`config.mk`:
```
export PLATFORM = sky130hd
export DESIGN_NAME = bullet_collision_ctrl
export DESIGN_NICKNAME = d
export VERILOG_FILES = /design/src/rtl/bullet_collision_ctrl.sv
export SDC_FILE = /design/constraint.sdc
export NUM_CORES = 1
export LEC_CHECK = 0
export ABC_AREA = 1
export CORE_MARGIN = 2
export CORE_UTILIZATION = 30
export DETAILED_ROUTE_END_ITERATION = 6
export SLEW_MARGIN = 20
export SYNTH_ARGS = -nofsm -noshare
export SYNTH_HDL_FRONTEND = slang
export SYNTH_SLANG_ARGS = --single-unit
```
`constraint.sdc`:
```
create_clock -name Clk -period 8.9 [get_ports Clk]
set_input_delay 0.89 -clock Clk [delete_from_list [all_inputs] [get_ports Clk]]
set_output_delay 0.89 -clock Clk [all_outputs]
set_load 0.03 [all_outputs]
```
`src/rtl/bullet_collision_ctrl.sv`:
```
// Player bullet controller for an alien-formation shooter: spawns one bullet,
// moves it up once per frame, and tests it against the alien grid after each move.
module bullet_collision_ctrl #(
    parameter int AlienWidth         = 30,
    parameter int AlienHeight        = 20,
    parameter int AlienWidthSpacing  = 10,
    parameter int AlienHeightSpacing = 10,
    parameter int NumCols            = 10,
    parameter int NumRows            = 5,
    parameter int BulletWidth        = 4,
    parameter int BulletHeight       = 8,
    parameter int BulletSpeed        = 4,
    parameter int PlayerWidth        = 30
) (
    input  logic                         Clk,
    input  logic                         Reset,
    input  logic                         FrameTick,
    input  logic                         Fire,
    input  logic                         NewWave,
    input  logic [8:0]                   PlayerRow,
    input  logic [9:0]                   PlayerCol,
    input  logic [8:0]                   AliensRow,
    input  logic [9:0]                   AliensCol,
    output logic [8:0]                   BulletRow,
    output logic [9:0]                   BulletCol,
    output logic                         BulletExists,
    output logic [NumRows*NumCols-1:0]   Aliens_Grid,
    output logic                         KillPulse,
    output logic                         AllDead
);

    localparam int GridBits = NumRows * NumCols;
    localparam int IdxBits  = $clog2(GridBits);
    localparam int ColPitch = AlienWidth + AlienWidthSpacing;
    localparam int RowPitch = AlienHeight + AlienHeightSpacing;
    localparam logic [9:0] SpawnOffset = 10'(PlayerWidth / 2 - BulletWidth / 2);

    typedef enum logic [1:0] {IDLE, FLIGHT, CHECK} stateType;

    stateType              state, stateNext;
    logic [8:0]            rowNext;
    logic [9:0]            colNext;
    logic                  existsNext;
    logic [GridBits-1:0]   gridNext;
    logic                  killNext;

    logic [9:0]            testX, testY, dx, dy;
    logic [9:0]            colQuot, rowQuot, colRem, rowRem;
    logic [3:0]            hitCol, hitRow;
    logic [IdxBits-1:0]    hitIdx;
    logic [GridBits-1:0]   hitMask;
    logic                  inFormation, hit;

    // Collision test point: horizontal centre of the bullet, at its top edge.
    always_comb begin
        testX   = BulletCol + 10'(BulletWidth / 2);
        testY   = {1'b0, BulletRow};
        dx      = testX - AliensCol;
        dy      = testY - {1'b0, AliensRow};
        colQuot = dx / 10'(ColPitch);
        colRem  = dx % 10'(ColPitch);
        rowQuot = dy / 10'(RowPitch);
        rowRem  = dy % 10'(RowPitch);
        hitCol  = colQuot[3:0];
        hitRow  = rowQuot[3:0];
        hitIdx  = IdxBits'(int'(hitRow) * NumCols + int'(hitCol));
        hitMask = GridBits'(1) << hitIdx;
        // Range guards use the full-width quotients, so a wrapped 4-bit index can never alias a live cell.
        inFormation = (testX >= AliensCol) && (testY >= {1'b0, AliensRow})
                   && (colRem < 10'(AlienWidth)) && (rowRem < 10'(AlienHeight))
                   && (colQuot < 10'(NumCols)) && (rowQuot < 10'(NumRows));
        hit = inFormation && |(Aliens_Grid & hitMask);
    end

    always_comb begin
        // NOTE: every output of this block gets a default first, so no path can infer a latch.
        stateNext  = state;
        rowNext    = BulletRow;
        colNext    = BulletCol;
        existsNext = BulletExists;
        gridNext   = Aliens_Grid;
        killNext   = 1'b0;

        if (NewWave) begin
            gridNext   = '1;
            existsNext = 1'b0;
            stateNext  = IDLE;
        end else begin
            case (state)
                IDLE: begin
                    if (Fire && (PlayerRow >= 9'(BulletHeight))) begin
                        colNext    = PlayerCol + SpawnOffset;
                        rowNext    = PlayerRow - 9'(BulletHeight);
                        existsNext = 1'b1;
                        stateNext  = FLIGHT;
                    end
                end
                FLIGHT: begin
                    if (FrameTick) begin
                        if (BulletRow < 9'(BulletSpeed)) begin
                            existsNext = 1'b0;
                            stateNext  = IDLE;
                        end else begin
                            rowNext   = BulletRow - 9'(BulletSpeed);
                            stateNext = CHECK;
                        end
                    end
                end
                CHECK: begin
                    if (hit) begin
                        gridNext   = Aliens_Grid & ~hitMask;
                        existsNext = 1'b0;
                        killNext   = 1'b1;
                        stateNext  = IDLE;
                    end else begin
                        stateNext = FLIGHT;
                    end
                end
                default: stateNext = IDLE;
            endcase
        end
    end

    // NOTE: sequential state uses non-blocking assignments so all registers update together at the edge.
    always_ff @(posedge Clk) begin
        if (Reset) begin
            state        <= IDLE;
            BulletRow    <= '0;
            BulletCol    <= '0;
            BulletExists <= 1'b0;
            Aliens_Grid  <= '1;
            KillPulse    <= 1'b0;
        end else begin
            state        <= stateNext;
            BulletRow    <= rowNext;
            BulletCol    <= colNext;
            BulletExists <= existsNext;
            Aliens_Grid  <= gridNext;
            KillPulse    <= killNext;
        end
    end

    assign AllDead = ~|Aliens_Grid;

endmodule
```
==> flow_metrics.py, run 1 <==
metrics = {
    "floorplanning": {
        "die_w_um": 152.0,
        "row_count": 54,
        "die_area_sq_um": 23100,
        "core_sq_um": 21690,
        "die_h_um": 152.0,
        "pin_count": 115,
        "start_util": 0.3029,
    },
    "outcome": {
        "violations": "DRC",
        "status": "complete, but fails checks",
    },
    "worst_setup_path": {
        "crit_path_max_fanout": 51,
        "worstSetupPathType": "in -> reg",
        "cp.arrival_ns": 8.06,
        "timing.critical_path.from": "AliensRow[0]",
        "max_stage_delay_ns": 0.46,
        "critPathCaptureType": "flip-flop",
        "start_kind": "primary input",
        "reg2reg_from": "BulletRow[0]$_SDFFE_PP0P_",
        "reg2regPathDepth": 49,
        "required_ns": 9.19,
        "crit_slowest_cell": "clkdlybuf4s50_1",
    },
    "yosys": {
        "async_flop_share": 0,
        "synth.net_count": 1070,
        "syn_area_per_cell_sq_um": 6.636,
        "synth_cell_types": 53,
        "ys.flop_type": "dfxtp_1",
        "syn_area_sq_um": 6570,
        "synth_mux_area_frac": 0,
        "synth_compound_area_frac": 0.1760,
        "synth-edff-count": 0,
        "ys_seq_elements": 73,
        "ys_warn_count": 0,
        "synth_top_family_by_area": "simple AND/OR/NAND/NOR gates",
        "synth-xor-area-share": 0.04380,
        "yosys.area_share.simple": 0.3586,
        "synth_fa_ha_area_frac": 0.07389,
        "ys_seq_area_frac": 0.2224,
        "syn_inst": 990,
    },
    "sta": {
        "fin_setup_tns_ns": 0,
        "fmax_mhz": 128.8,
        "drv_slew": 0,
        "hold_slack_ns": 0.4852,
        "slew_headroom": 0.4638,
        "finalHoldViolCount": 0,
        "tightest_slew_ns": 0.8043,
        "period_minus_slack_ns": 7.767,
        "fin_skew_ns": 0.01093,
        "rsz0062_at_grt": "no",
        "setup_violations": 0,
        "period_share": 0.8727,
    },
    "flow_run": {
        "maxCapViolations": 0,
    },
    "routing": {
        "drtIter0Drc": 373,
        "drc_errors": 10,
        "num_vias": 6663,
        "wl_per_cell_um": 12.92,
        "drtAntennaViolNets": 0,
        "vias_per_cell": 4.825,
        "totalWireLength_um": 17850,
        "first_pass_iters": 7,
    },
    "layout": {
        "final_nets": 1176,
        "n_antenna_cell": 0,
        "final_layout_size_suffix_gt1_frac": 0.1644,
        "final_common_cell": "nand2_1",
        "stdcell_area_sq_um": 8278,
        "final_cell_mix": "nand2_1 (218), inv_1 (124), clkdlybuf4s50_1 (114)",
        "areaGrowthSynthToFinish_pct": 26.00,
    },
    "global_route": {
        "met2_usage": 0.2465,
        "antenna_found_initial": 0,
        "grtUsageTotal": 0.1543,
        "grt_use_met3": 0.03137,
        "grt_busiest_layer": "met2",
        "grt_max_degree": 52,
        "use_met1": 0.2094,
        "grt_pass1_vias": 6004,
        "overflow": 0,
        "grt_pass1_wl_um": 29870,
    },
    "clock_tree": {
        "cts_resized": 0,
        "cts_tree": "yes",
        "clk_pin_slew_worst_paths_ns": 0.06,
        "cts_hold_buf": 0,
        "cts_root_buffer": "clkbuf_16",
        "post_cts_buffers": 0,
        "clock_latency_ns": 0.35,
        "cts_made_buffers": 9,
        "cts_buffer_depth": 2,
        "cts.sinks": 73,
        "htree_levels": 3,
    },
    "hold_path": {
        "min_from": "BulletExists$_SDFFE_PP0P_",
        "hold_path.class": "reg -> reg",
        "whs_path_depth": 2,
    },
    "placement": {
        "port_buffers": 114,
        "place_congestion": 0.8733,
        "dpl-instance-area_sq_um": 7990,
        "dp_hpwl_um": 14160,
    },
}
-- area by class of cell --
class | count | area (sq um)
well taps | 280 | 350.3
inverters | 183 | 686.9
repair buffers | 120 | 1199
multi-input cells | 709 | 4293
clock inverters | 7 | 62.56
fillers | 2312 | 13410
flip-flops and latches | 73 | 1461
clock buffers | 9 | 225.2
-- Yosys cell counts, types with 3 or more instances --
| library cell | number | area [sq um] |
|---|---|---|
| nand2_4 | 6 | 67.56 |
| o21ai_0 | 26 | 130.1 |
| xor2_1 | 17 | 148.9 |
| inv_2 | 58 | 217.7 |
| nand3_1 | 94 | 470.5 |
| fa_1 | 3 | 60.06 |
| xnor2_1 | 9 | 78.83 |
| nor2_1 | 73 | 274.0 |
| nand3_2 | 4 | 40.04 |
| nor3_1 | 13 | 65.06 |
| or2_2 | 5 | 31.28 |
| inv_1 | 124 | 465.5 |
| a211oi_1 | 3 | 22.52 |
| o22ai_2 | 49 | 613.1 |
| ha_1 | 34 | 425.4 |
| nand2_1 | 218 | 818.3 |
| nor4_1 | 14 | 87.58 |
| buf_6 | 5 | 56.30 |
| nand2_2 | 17 | 106.4 |
| a21oi_1 | 40 | 200.2 |
| clkbuf_1 | 18 | 67.56 |
| dfxtp_1 | 73 | 1461 |
| o21bai_1 | 4 | 30.03 |
| nand4_1 | 40 | 250.2 |
| o21ai_1 | 5 | 25.02 |
| nor2_2 | 5 | 31.28 |
-- cells by family (layout without fill, tap and decap cells) --
group	count (synthesis)	after routing
buf+inv	208	319
compound gates	143	143
fa+ha+maj	37	37
xor+xnor	29	29
simple gates	500	500
flops	73	73
-- worst paths after layout --
| path | end | slack [ns] |
|---|---|---|
| max | Aliens_Grid[6]$_SDFFE_PP1P_ | 1.13 |
| min reg2reg | BulletExists$_SDFFE_PP0P_ | 0.49 |
| max reg2reg | Aliens_Grid[6]$_SDFFE_PP1P_ | 1.75 |
| min | BulletExists$_SDFFE_PP0P_ | 0.49 |
-- routing by layer --
layer  part of all wire  up-vias
met5                  0        -
met4              0.018        0
met3              0.049       17
met2               0.45      176
met1               0.49     2994
li1                   -     3476
-- critical path: cells and delay by family --
kind	cells	cell delay (ns)
fa+ha+maj	4	1.21
buf+inv	6	1.22
xor+xnor	3	1.05
simple gates	34	3.36
compound gates	2	0.26
-- stage by stage --
stage          worst slack, ns    util  cells
2_1_floorplan            2.269       -    990
3_3_place_gp             1.018  0.3684   1365
3_5_place_dp            0.8030  0.3684   1365
4_1_cts                  1.152  0.3817   1381
5_1_grt                 0.4025  0.3817   1381
6_report                 1.133  0.3817   1381
-- state kept, by name, summed over array words and instances, names as in the netlist --
name and flops:
Aliens_Grid 50, BulletCol 10, BulletExists 1, BulletRow 9, KillPulse 1, state 2
Power of run 1 is not shown: default switching activity piles up to over one toggle a cycle in this logic, so the estimate is an artifact.
==> run 2: changes to the inputs <==
--- a/config.mk
+++ b/config.mk
@@ -9,6 +9,7 @@
 export CORE_MARGIN = 2
 export CORE_UTILIZATION = 30
 export DETAILED_ROUTE_END_ITERATION = 6
+export REMOVE_ABC_BUFFERS = 1
 export SLEW_MARGIN = 20
 export SYNTH_ARGS = -nofsm -noshare
 export SYNTH_HDL_FRONTEND = slang
==> constraint.sdc (replaced) <==
create_clock -name Clk -period 8.15 [get_ports Clk]
set_input_delay 0.815 -clock Clk [delete_from_list [all_inputs] [get_ports Clk]]
set_output_delay 0.815 -clock Clk [all_outputs]
set_load 0.03 [all_outputs]
==> flow_metrics.py, run 2 (synthesized netlist as in run 1, its figures left out) <==
metrics = {
    "global_route": {
        "overflow": 0,
        "grtUsageTotal": 0.1579,
        "grt_max_degree": 43,
        "grt_pass1_wl_um": 30770,
        "grt_pass1_vias": 6373,
        "antenna_found_initial": 0,
    },
    "clock_tree": {
        "cts.sinks": 73,
        "clk_pin_slew_worst_paths_ns": 0.06,
        "cts_tree": "yes",
        "cts_root_buffer": "clkbuf_16",
        "htree_levels": 3,
        "cts_hold_buf": 0,
        "cts_buffer_depth": 2,
        "clock_latency_ns": 0.35,
        "cts_made_buffers": 9,
    },
    "floorplanning": {
        "die_h_um": 152.0,
        "start_util": 0.3029,
        "row_count": 54,
        "core_sq_um": 21690,
        "die_area_sq_um": 23100,
        "pin_count": 115,
        "die_w_um": 152.0,
    },
    "worst_setup_path": {
        "r2r_slack_ns": 1.25,
        "critPathCaptureType": "flip-flop",
        "cp.arrival_ns": 7.74,
        "start_kind": "primary input",
        "worstSetupPathType": "in -> reg",
        "max_stage_delay_ns": 0.46,
        "crit_slowest_cell": "clkdlybuf4s50_1",
        "cpMostUsedCell": "nand2_1",
        "crit_path_max_fanout": 26,
        "required_ns": 8.45,
    },
    "routing": {
        "first_pass_iters": 6,
        "num_vias": 6785,
        "drtIter0Drc": 318,
        "drtAntennaViolNets": 0,
        "wl_per_cell_um": 13.36,
        "vias_per_cell": 4.888,
        "totalWireLength_um": 18540,
        "drc_errors": 0,
    },
    "layout": {
        "final_nets": 1183,
        "largestRegisters": "Aliens_Grid: 50 flops, BulletCol: 10 flops, BulletRow: 9 flops",
        "largest-register": "Aliens_Grid",
        "areaGrowthSynthToFinish_pct": 27.19,
        "n_antenna_cell": 0,
        "final_layout_size_suffix_gt1_frac": 0.1715,
        "final_cell_mix": "nand2_1 (218), inv_1 (124), clkdlybuf4s50_1 (114)",
        "final_common_cell": "nand2_1",
        "largest_reg_flops": 50,
    },
    "sta": {
        "period_share": 0.9128,
        "fin_ws_ns": 0.7110,
        "rsz0062_at_grt": "no",
        "tightest_slew_ns": 0.7789,
        "fin_setup_tns_ns": 0,
        "fmax_mhz": 134.4,
        "fin_skew_ns": 0.009242,
        "setup_violations": 0,
        "drv_slew": 0,
        "slew_headroom": 0.4768,
        "finalHoldViolCount": 0,
        "period_minus_slack_ns": 7.439,
    },
    "placement": {
        "place_congestion": 0.9176,
        "port_buffers": 114,
        "dp_hpwl_um": 14550,
        "place_ws_ns": 0.1749,
    },
    "flow_run": {
        "maxCapViolations": 0,
    },
    "hold_path": {
        "hold_path.class": "reg -> reg",
    },
    "outcome": {
        "status": "finished clean",
    },
}
-- run 2: cell types whose count changed in the layout (fill, tap and decap cells not counted), sizes merged --
cell      before  now
clkinvlp       1    3
clkinv         3    2
buf            6   13
inv          186  185
-- run 2: repair_timing --
| item | CTS | global route |
|---|---|---|
| buffers inserted | 0 | 3 |
| endpoints found under the setup margin | 0 | 45 |
| gates resized for setup | 0 | 7 |
-- run 2: final timing paths --
kind              depth (start not counted)                 startpoint                           end
setup reg to reg                         49  BulletRow[0]$_SDFFE_PP0P_  Aliens_Grid[19]$_SDFFE_PP1P_
hold / removal                            2  BulletRow[0]$_SDFFE_PP0P_     BulletRow[0]$_SDFFE_PP0P_
setup / recovery                         49               AliensRow[0]  Aliens_Grid[19]$_SDFFE_PP1P_
hold reg to reg                           2  BulletRow[0]$_SDFFE_PP0P_     BulletRow[0]$_SDFFE_PP0P_
-- run 2: metrics by stage --
stage	area [sq um]	hold slack, ns	std cells	utilization
after floorplan	6434	0.4784	965	-
after detailed placement	8020	0.4852	1369	0.3698
after global routing	8357	0.5260	1388	0.3853
after CTS	8299	0.5034	1385	0.3827
after global placement	8020	0.4852	1369	0.3698
final	8357	0.4988	1388	0.3853
-- run 2: critical path: cells and delay by family --
family                     cells  cell delay [ns]
xor gates and xnor gates       3             0.77
and+or+nand+nor               34             3.46
buffers and inverters          6             1.12
AOI/OAI and AO/OA              2             0.30
adders and majority gates      4             1.21
-- run 2: per-layer routing --
layer / share of wire / vias up / global-route usage
li1: - / 3500 / -
met1: 0.47 / 3097 / 0.2061
met2: 0.46 / 162 / 0.2623
met3: 0.049 / 26 / 0.03337
met4: 0.017 / 0 / 0.04673
met5: 0 / - / 0
-- run 2: layout make-up --
class / count / area, sq um
Clock buffer: 9 / 225.2
Clock inverter: 7 / 53.80
Fill cell: 2279 / 13330
Inverter: 183 / 691.9
Multi-Input combinational cell: 709 / 4319
Sequential cell: 73 / 1461
Tap cell: 280 / 350.3
Timing Repair Buffer: 127 / 1255
Power of run 2 is left out for the same reason.
==> run 3: changes to the inputs <==
--- a/config.mk
+++ b/config.mk
@@ -8,8 +8,10 @@
 export ABC_AREA = 1
 export CORE_MARGIN = 2
 export CORE_UTILIZATION = 30
+export CTS_CLUSTER_SIZE = 12
 export DETAILED_ROUTE_END_ITERATION = 6
 export REMOVE_ABC_BUFFERS = 1
+export SETUP_SLACK_MARGIN = 0.2
 export SLEW_MARGIN = 20
 export SYNTH_ARGS = -nofsm -noshare
 export SYNTH_HDL_FRONTEND = slang
==> flow_metrics.py, run 3 (synthesized netlist as in run 1, its figures left out) <==
metrics = {
    "worst_setup_path": {
        "crit_buf_inv": 5,
        "crit_path_max_fanout": 10,
        "critPathCaptureType": "flip-flop",
        "cpMostUsedCell": "nand2_1",
        "cp.arrival_ns": 7.59,
        "crit_slowest_cell": "clkdlybuf4s50_1",
        "required_ns": 8.39,
        "cp_top_family": "simple AND/OR/NAND/NOR gates",
        "start_kind": "primary input",
        "max_stage_delay_ns": 0.46,
        "worstSetupPathType": "in -> reg",
        "r2r_slack_ns": 1.34,
    },
    "floorplanning": {
        "core_sq_um": 21690,
        "die_h_um": 152.0,
        "start_util": 0.3029,
        "pin_count": 115,
        "die_w_um": 152.0,
        "row_count": 54,
        "die_area_sq_um": 23100,
    },
    "layout": {
        "final_layout_size_suffix_gt1_frac": 0.1740,
        "final_nets": 1184,
        "largest_reg_flops": 50,
        "nFillCells": 2280,
        "n_antenna_cell": 0,
        "final_common_cell": "nand2_1",
        "final_cell_mix": "nand2_1 (218), inv_1 (124), clkdlybuf4s50_1 (114)",
        "largestRegisters": "Aliens_Grid: 50 flops, BulletCol: 10 flops, BulletRow: 9 flops",
        "largest-register": "Aliens_Grid",
        "areaGrowthSynthToFinish_pct": 27.44,
    },
    "routing": {
        "num_vias": 6795,
        "totalWireLength_um": 18590,
        "drtIter0Drc": 379,
        "vias_per_cell": 4.892,
        "drtAntennaViolNets": 0,
        "first_pass_iters": 7,
        "drc_errors": 1,
        "wl_per_cell_um": 13.38,
    },
    "sta": {
        "period_minus_slack_ns": 7.345,
        "tightest_slew_ns": 0.7798,
        "fmax_mhz": 136.2,
        "fin_setup_tns_ns": 0,
        "fin_skew_ns": 0.01128,
        "fin_ws_ns": 0.8055,
        "period_share": 0.9012,
        "slew_headroom": 0.4761,
        "drv_slew": 0,
        "rsz0062_at_grt": "no",
        "finalHoldViolCount": 0,
        "setup_violations": 0,
    },
    "global_route": {
        "overflow": 0,
        "grt_pass1_wl_um": 30770,
        "grt_pass1_vias": 6373,
        "grtUsageTotal": 0.1579,
        "antenna_found_initial": 0,
        "grt_max_degree": 43,
    },
    "outcome": {
        "violations": "DRC",
        "status": "complete, but fails checks",
    },
    "clock_tree": {
        "clock_latency_ns": 0.35,
        "cts.sinks": 73,
        "clk_pin_slew_worst_paths_ns": 0.06,
        "htree_levels": 3,
        "cts_root_buffer": "clkbuf_16",
        "cts_tree": "yes",
        "cts_made_buffers": 9,
        "cts_hold_buf": 0,
        "cts_buffer_depth": 2,
    },
    "placement": {
        "dp_hpwl_um": 14550,
        "place_ws_ns": 0.1749,
        "port_buffers": 114,
        "place_congestion": 0.9176,
    },
    "flow_run": {
        "maxCapViolations": 0,
    },
    "hold_path": {
        "hold_path.class": "reg -> reg",
    },
}
==> run 3: changes by cell type in the layout (fill, tap and decap cells not counted), sizes merged <==
cell and delta:
buf +1
==> run 3: area by class of cell <==
type                    instances  area, sq um  share of cell area
multi-input cells             709         4328              0.5169
flip-flops and latches         73         1461              0.1745
repair buffers                128         1262              0.1508
inverters                     183        691.9             0.08264
well taps                     280        350.3             0.04184
clock buffers                   9        225.2             0.02690
clock inverters                 7        53.80            0.006426
==> run 3: timing repair <==
action / in CTS / in global routing
resized for setup: 0 / 9
buffers inserted: 0 / 4
endpoints found under the setup margin: 0 / 53
==> run 3: worst paths after layout <==
| check | from | endpoint | cells past startpoint |
|---|---|---|---|
| worst max-delay path | AliensRow[0] | Aliens_Grid[19]$_SDFFE_PP1P_ | 49 |
| worst min-delay path | BulletRow[0]$_SDFFE_PP0P_ | BulletRow[0]$_SDFFE_PP0P_ | 2 |
| worst max register to register | BulletRow[0]$_SDFFE_PP0P_ | Aliens_Grid[19]$_SDFFE_PP1P_ | 49 |
| worst min register to register | BulletRow[0]$_SDFFE_PP0P_ | BulletRow[0]$_SDFFE_PP0P_ | 2 |
==> run 3: per-stage QoR <==
stage	hold WS (ns)	utilization	std cells	instance area, sq um
3_3_place_gp	0.4852	0.3698	1369	8020
3_5_place_dp	0.4852	0.3698	1369	8020
6_report	0.4961	0.3861	1389	8373
2_1_floorplan	0.4784	-	965	6434
4_1_cts	0.5034	0.3827	1385	8299
5_1_grt	0.5260	0.3861	1389	8373
==> run 3: worst register-to-register path, delay by kind of cell, from the launching register on <==
kind | cells | cell delay, ns
AOI/OAI and AO/OA | 2 | 0.25
xor gates and xnor gates | 3 | 0.80
adders and majority gates | 4 | 1.23
buffers and inverters | 5 | 0.47
DFF | 1 | 0.31
and+or+nand+nor | 35 | 3.64
==> run 3: per-layer routing <==
| layer | vias up | track usage | wire length (um) |
|---|---|---|---|
| met5 | - | 0 | 0 |
| met4 | 0 | 0.04673 | 330 |
| met3 | 28 | 0.03337 | 1054 |
| met2 | 181 | 0.2623 | 8560 |
| met1 | 3086 | 0.2061 | 8643 |
| li1 | 3500 | - | - |
Power of run 3 is left out for the same reason.
